===== config.mk =====
export PLATFORM = sky130hd
export DESIGN_NAME = axis_fifo_ctrl
export DESIGN_NICKNAME = d
export VERILOG_FILES = /design/src/rtl/axis_fifo_ctrl.sv
export SDC_FILE = /design/constraint.sdc
export NUM_CORES = 1
export LEC_CHECK = 0
export BUFFER_PORTS_ARGS = -buffer_cell sky130_fd_sc_hd__buf_4
export CAP_MARGIN = 20
export CORE_MARGIN = 5
export CORE_UTILIZATION = 43
export CTS_CLUSTER_SIZE = 8
export DETAILED_ROUTE_END_ITERATION = 10
export GPL_ROUTABILITY_DRIVEN = 0
export GPL_TIMING_DRIVEN = 0
export HOLD_SLACK_MARGIN = 0.05
export PLACE_DENSITY = 0.8
export SYNTH_ARGS = -nofsm -noshare
export SYNTH_HDL_FRONTEND = slang
export SYNTH_SLANG_ARGS = --single-unit

===== constraint.sdc =====
create_clock -name wr_clk -period 3 [get_ports wr_clk]
set_input_delay 0.6 -clock wr_clk [delete_from_list [all_inputs] [get_ports wr_clk]]
set_output_delay 0.6 -clock wr_clk [all_outputs]
set_load 0.005 [all_outputs]

===== src/rtl/axis_fifo_ctrl.sv =====
// Sequencing controller for the AXIS data FIFO: owns pointers, occupancy and flags,
// and drives a registered AXI-Stream output stage fed from an external dual-port memory.
module axis_fifo_ctrl #(
   parameter int  FIFO_DEPTH      = 16,
   parameter int  FIFO_WIDTH      = 32,
   parameter int  ALMOST_FULL_TH  = 12,
   parameter int  ALMOST_EMPTY_TH = 2,
   localparam int AW              = $clog2(FIFO_DEPTH)
) (
   input  logic                  wr_clk,
   input  logic                  rst,
   input  logic [FIFO_WIDTH-1:0] s_axis_tdata,
   input  logic                  s_axis_tvalid,
   output logic                  s_axis_tready,
   output logic [FIFO_WIDTH-1:0] m_axis_tdata,
   output logic                  m_axis_tvalid,
   input  logic                  m_axis_tready,
   output logic                  mem_w_en,
   output logic [AW-1:0]         mem_w_addr,
   output logic [FIFO_WIDTH-1:0] mem_w_data,
   output logic [AW-1:0]         mem_r_addr,
   input  logic [FIFO_WIDTH-1:0] mem_r_data,
   output logic                  mem_full,
   output logic                  mem_empty,
   output logic [AW:0]           count,
   output logic                  almost_full,
   output logic                  almost_empty
);

   localparam logic [AW:0] ONE_C   = {{AW{1'b0}}, 1'b1};
   localparam logic [AW:0] AF_TH_C = (AW+1)'(ALMOST_FULL_TH);
   localparam logic [AW:0] AE_TH_C = (AW+1)'(ALMOST_EMPTY_TH);

   logic [AW:0]           wr_ptr_r;
   logic [AW:0]           rd_ptr_r;
   logic [AW:0]           count_r;
   logic [FIFO_WIDTH-1:0] tdata_r;
   logic                  tvalid_r;

   logic                  full_s;
   logic                  empty_s;
   logic                  push_s;
   logic                  load_s;
   logic [AW:0]           count_nxt_s;

   // Flag decode from registered pointers, handshake qualification and next occupancy.
   always_comb begin
      full_s      = (wr_ptr_r[AW] != rd_ptr_r[AW]) && (wr_ptr_r[AW-1:0] == rd_ptr_r[AW-1:0]);
      empty_s     = (wr_ptr_r == rd_ptr_r);
      push_s      = s_axis_tvalid && !full_s;
      // The output register refills whenever it is empty or being drained this cycle.
      load_s      = !empty_s && (!tvalid_r || m_axis_tready);
      count_nxt_s = count_r;
      case ({push_s, load_s})
         2'b10:   count_nxt_s = count_r + ONE_C;
         2'b01:   count_nxt_s = count_r - ONE_C;
         default: count_nxt_s = count_r;
      endcase
   end

   // Pointer and occupancy state; pointers carry a wrap bit above the address bits.
   always_ff @(posedge wr_clk or posedge rst) begin
      if (rst) begin
         wr_ptr_r <= {(AW+1){1'b0}};
         rd_ptr_r <= {(AW+1){1'b0}};
         count_r  <= {(AW+1){1'b0}};
      end else begin
         if (push_s) begin
            wr_ptr_r <= wr_ptr_r + ONE_C;
         end
         if (load_s) begin
            rd_ptr_r <= rd_ptr_r + ONE_C;
         end
         count_r <= count_nxt_s;
      end
   end

   // Output stage; data holds whenever the register is not reloaded.
   always_ff @(posedge wr_clk or posedge rst) begin
      if (rst) begin
         tdata_r  <= {FIFO_WIDTH{1'b0}};
         tvalid_r <= 1'b0;
      end else if (load_s) begin
         tdata_r  <= mem_r_data;
         tvalid_r <= 1'b1;
      end else if (tvalid_r && m_axis_tready) begin
         tvalid_r <= 1'b0;
      end else begin
         tvalid_r <= tvalid_r;
      end
   end

   assign s_axis_tready = !full_s;
   assign m_axis_tdata  = tdata_r;
   assign m_axis_tvalid = tvalid_r;
   assign mem_w_en      = push_s;
   assign mem_w_addr    = wr_ptr_r[AW-1:0];
   assign mem_w_data    = s_axis_tdata;
   assign mem_r_addr    = rd_ptr_r[AW-1:0];
   assign mem_full      = full_s;
   assign mem_empty     = empty_s;
   assign count         = count_r;
   assign almost_full   = (count_r >= AF_TH_C);
   assign almost_empty  = (count_r <= AE_TH_C);

endmodule

Word-level counts from Yosys, hierarchy flattened:

Index checks and enable logic that the tools add are counted.

* input bits: 68
* register bits after elaboration: 48
* output and inout port bits: 84
* word-level logic and storage cells: 29

* equality and inequality tests: 5
* multiplexer cells: 3
* reduce and logical (&&, ||, !) cells: 10
* magnitude comparators: 2
* add/sub/neg operators: 4

Operators with widths (number)
* $add A5 B1 Y5 const B: 3
* $pmux W5 S2: 1
* $eq A5 B5 Y1: 1
* $ge A5 B4 Y1 const B: 1
* $le A5 B2 Y1 const B: 1
* $sub A5 B1 Y5 const B: 1
* $eq A4 B4 Y1: 1
* $logic_and A1 B1 Y1: 4
* $reduce_bool A2 Y1: 2
* $logic_not A1 Y1: 3
* $eq A2 B1 Y1 const B: 1
* $eq A2 B2 Y1 const B: 1
* $mux W1: 2
* $logic_or A1 B1 Y1: 1
* $ne A1 B1 Y1: 1

Longest topological paths before layout:

* depth after elaboration: 6
* depth in mapped cells: 12
* depth with buffers taken out: 10

Worst setup path after synthesis:

Ideal clock, no wire load.

* path kind: register to register
* from: register rd_ptr_r[0]
* to: register count_r[4], in the netlist count[4]
* path buffers: 2
* cell stages (with the launch flop): 12
* path slack: 0.223 ns
* data arrival time: 2.623 ns
* clock period less this slack: 2.777 ns
* required time: 2.846 ns
* library setup time: 0.154 ns
* path through: dfrtp_1 > xnor2_1 > and4_1 > buf_6 > a21oi_4 > buf_6 > ha_1 > ha_1 > nor2b_1 > o21a_1 > o311ai_0 > o311ai_0

* elaborated cells on any way between the ends: 11
* those cells by class: 4 x eq/ne; 1 x mux; 6 x reduce/logical

RTL lines
* start, declared: RTL line 35 `logic [AW:0] rd_ptr_r;`
* start signal, assigned: RTL line 65 `rd_ptr_r <= {(AW+1){1'b0}};`
* start signal, assigned: RTL line 72 `rd_ptr_r <= rd_ptr_r + ONE_C;`
* $eq A5 B5 Y1 *: RTL line 49 `empty_s = (wr_ptr_r == rd_ptr_r);`
* $logic_not A1 Y1 *: RTL line 52 `load_s = !empty_s && (!tvalid_r || m_axis_tready);`
* $logic_and A1 B1 Y1 *: RTL line 52
* net load_s: RTL line 43 `logic load_s;`
* $eq A2 B1 Y1 / $eq A2 B2 Y1 (equally long branches): RTL line 54 `case ({push_s, load_s})`
* $pmux W5 S2 / $reduce_bool A2 Y1 (equally long branches)
* end signal, assigned: RTL line 66 `count_r <= {(AW+1){1'b0}};`
* end signal, assigned: RTL line 74 `count_r <= count_nxt_s;`
* end, declared: RTL line 36 `logic [AW:0] count_r;`

Mark *: on every way through the listed nets, which the timed path passes. The rest lies on a longest branch.
A chain may end at the register's enable or synchronous reset.

Final worst setup path:

* from: register rd_ptr_r[2]
* to: register count_r[4], in the netlist count[4]

Same word-level chain as after synthesis.

==> summary.txt <==
Die
  • Die width: 85.75 um
  • CORE AREA: 5540 um^2
  • Initial Utilization: 0.4453
  • Die area: 7353 um^2
  • Die H: 85.75 um
  • I/O pins: 152
  • Row cnt: 27

STA
  • Clk_skew: 0.008755 ns
  • Fin crit period: 2.719 ns
  • Worst Slack Setup Final: 0.2811 ns
  • Fmax: 0.3678 GHz
  • Final Hold Slack: 0.3389 ns
  • Max_slew headroom: 0.6461
  • Total negative slack: 0 ns
  • Final Hold Viols: 0
  • Period Utilization, post-route: 0.9063
  • Pin slew with the least headroom to its limit: 0.5300 ns
  • Final Max Tran Viols: 0
  • RSZ-0062 raised after global routing: false
  • Setup-failing EPs final: 0

Critical path
  • Crit path capture type: flop
  • Crit path max fanout: 10
  • CP Launch Type: flop
  • Reg2reg start: rd_ptr_r[2]$_DFFE_PP0P_
  • Worst path required time: 3.14 ns
  • CP Class: reg2reg
  • Worst Path Arrival: 2.86 ns
  • Worst Setup SP: rd_ptr_r[2]$_DFFE_PP0P_

GRT
  • Vias in the first global route: 2,088
  • Pin count of the biggest net entering global routing: 26
  • Initial antenna violation count: 0
  • GRT Residual Overflow: 0
  • GRT Overall Usage: 0.1527
  • First-pass GRT wire length: 9232 um

Logic synthesis
  • Seq/Total Area, Yosys: 0.4868
  • Warnings from Yosys: 0
  • Post-Syn Nets: 277
  • Synth cell types: 33
  • Cell taking the most area after synthesis: dfrtp_1
  • Async SR Flop Fraction: 1.000
  • Synth top area share: 0.4868
  • Main synth FF type: dfrtp_1
  • Synthesized area: 2467 um^2
  • Syn avg cell area: 12.21 um^2
  • Post-Syn Instances: 202
  • Top cells by area, synth: dfrtp_1 (49%), mux2_2 (15%), buf_4 (12%)
  • Post-synth EDFFs: 0
  • #FFs+latches synth: 48

Job
  • Max_cap viols: 0

Layout
  • Layout cells sized above 1: 0.6344
  • Layout area overhead: 45.74%
  • Diode count: 0
  • Most frequent cells in the layout: buf_4 (160), dfrtp_1 (48), mux2_2 (33), nand2_1 (9), xnor2_1 (8)
  • Final core utilization: 0.6491
  • Most common cell after layout, fill and taps aside: buf_4
  • Nets@finish: 405

Place
  • Detailed Place HPWL: 4541 um
  • Port bufs: 119
  • Dpl ws: -0.08785 ns

Drt
  • Via density: 4.700
  • Drt first-iter violations: 29
  • Drt pass-1 iters: 4
  • Total Wirelength: 5532 um
  • DR WL/cell: 13.73 um
  • Via count: 1,894
  • Post-route DRC: 0
  • Antenna viol nets, final: 0

Power and ir drop
  • Leak pwr: 1.784 nW
  • Worst VDD drop: 0.0004165 V
  • Power Density: 856.9 nW/um^2
  • Design Power: 3.081 mW

Min path
  • Worst hold path type: in2async

Clocking
  • Worst-path clk slew: 0.09 ns
  • Max Root-Sink Buffers: 2
  • Clk root buf: clkbuf_8
  • Hold-fix buffers, CTS: 0
  • Num CTS Buffers: 5
  • Clk sinks: 48
  • H-tree Lvls: 2
  • CTS tree: yes
  • Clk_lat worst skew: 0.29 ns

Run status
  • Run status: completed
## cells by family (layout without fill, tap and decap cells)
family                   after synthesis  after routing  synth area share
flip-flops                            48             48            0.4868
XOR/XNOR                              16             16           0.05680
AO/OA/AOI/OAI                         21             21           0.06034
buffers and inverters                 53            182            0.1536
multiplexers                          35             35            0.1592
AND/OR/NAND/NOR                       22             22           0.04462
adder cells (fa/ha/maj)                7              7           0.03854
## area by class of cell
cell class / count / area [um^2]
fillers: 457 / 1944
flip-flops and latches: 48 / 1201
repair buffers: 121 / 920.9
multi-input cells: 101 / 910.9
plain buffers: 45 / 349.1
well taps: 72 / 90.09
clock buffers: 7 / 86.33
inverters: 8 / 30.03
clock inverters: 1 / 7.507
## registers in the layout, summed over array words and instances (netlist names)
register / flops
m_axis_tdata: 32
count: 5
rd_ptr_r: 5
wr_ptr_r: 5
m_axis_tvalid: 1
## critical path, cell delays in order, from the launching register on
cell and delay, ns:
dfrtp_1 0.45, xnor2_1 0.21, and4_1 0.22, buf_6 0.13
a21oi_4 0.06, buf_6 0.16, ha_4 0.19, ha_1 0.31
nor2b_1 0.16, o21a_1 0.18, o311ai_0 0.30, o311ai_0 0.18
## path summary, 6_finish.rpt
| check | end | slack, ns | cells after the start |
|---|---|---|---|
| worst min register to register | m_axis_tdata[8]$_DFFE_PP0P_ | 0.50 | 1 |
| worst max-delay path | count[4]$_DFFE_PP0P_ | 0.28 | 11 |
| max in group asynchronous | m_axis_tdata[11]$_DFFE_PP0P_ | 2.15 | 3 |
| worst min-delay path | m_axis_tdata[1]$_DFFE_PP0P_ | 0.34 | 2 |
| worst max register to register | count[4]$_DFFE_PP0P_ | 0.28 | 11 |
| min in group wr_clk | m_axis_tdata[8]$_DFFE_PP0P_ | 0.50 | 1 |
## cells in the mapped netlist (all sizes together), types with 2 or more instances
master and n:
nor2b 2, and3 2, o21ai 6, a21o 2, nand2 9, nor2 2, inv 8, a21oi 4
mux2 34, ha 6, o311ai 2, xnor2 9, nand4 2, buf 44, o211ai 3, xor2 7
dfrtp 48
## power by group
part / internal, mW / switching [mW] / total, mW / leakage (nW)
logic: 0.945 / 0.582 / 1.53 / 1.18
registers: 0.919 / 0.243 / 1.16 / 0.560
clock network: 0.187 / 0.205 / 0.392 / 0.0445
## timing repair
action / 4_1_cts / 5_1_grt
resized for setup: 1 / 3
setup endpoints to repair: 1 / 1
endpoints found under the hold margin: 0 / 0
setup buffers: 1 / 0
pin swaps: 1 / 0
## per-layer routing
| metal | vias up | track usage | part of all wire |
|---|---|---|---|
| met4 | 0 | 0.03022 | 0.0076 |
| li1 | 901 | - | - |
| met3 | 5 | 0.06724 | 0.11 |
| met5 | - | 0 | 0 |
| met1 | 905 | 0.1656 | 0.35 |
| met2 | 83 | 0.2761 | 0.53 |
## through the flow
step           area [um^2]  std cells
6_report              3596        403
3_3_place_gp          3451        393
3_5_place_dp          3471        394
2_1_floorplan         2467        202
5_1_grt               3596        403
4_1_cts               3575        403
Note: power is estimated with default switching activity, not from simulation.
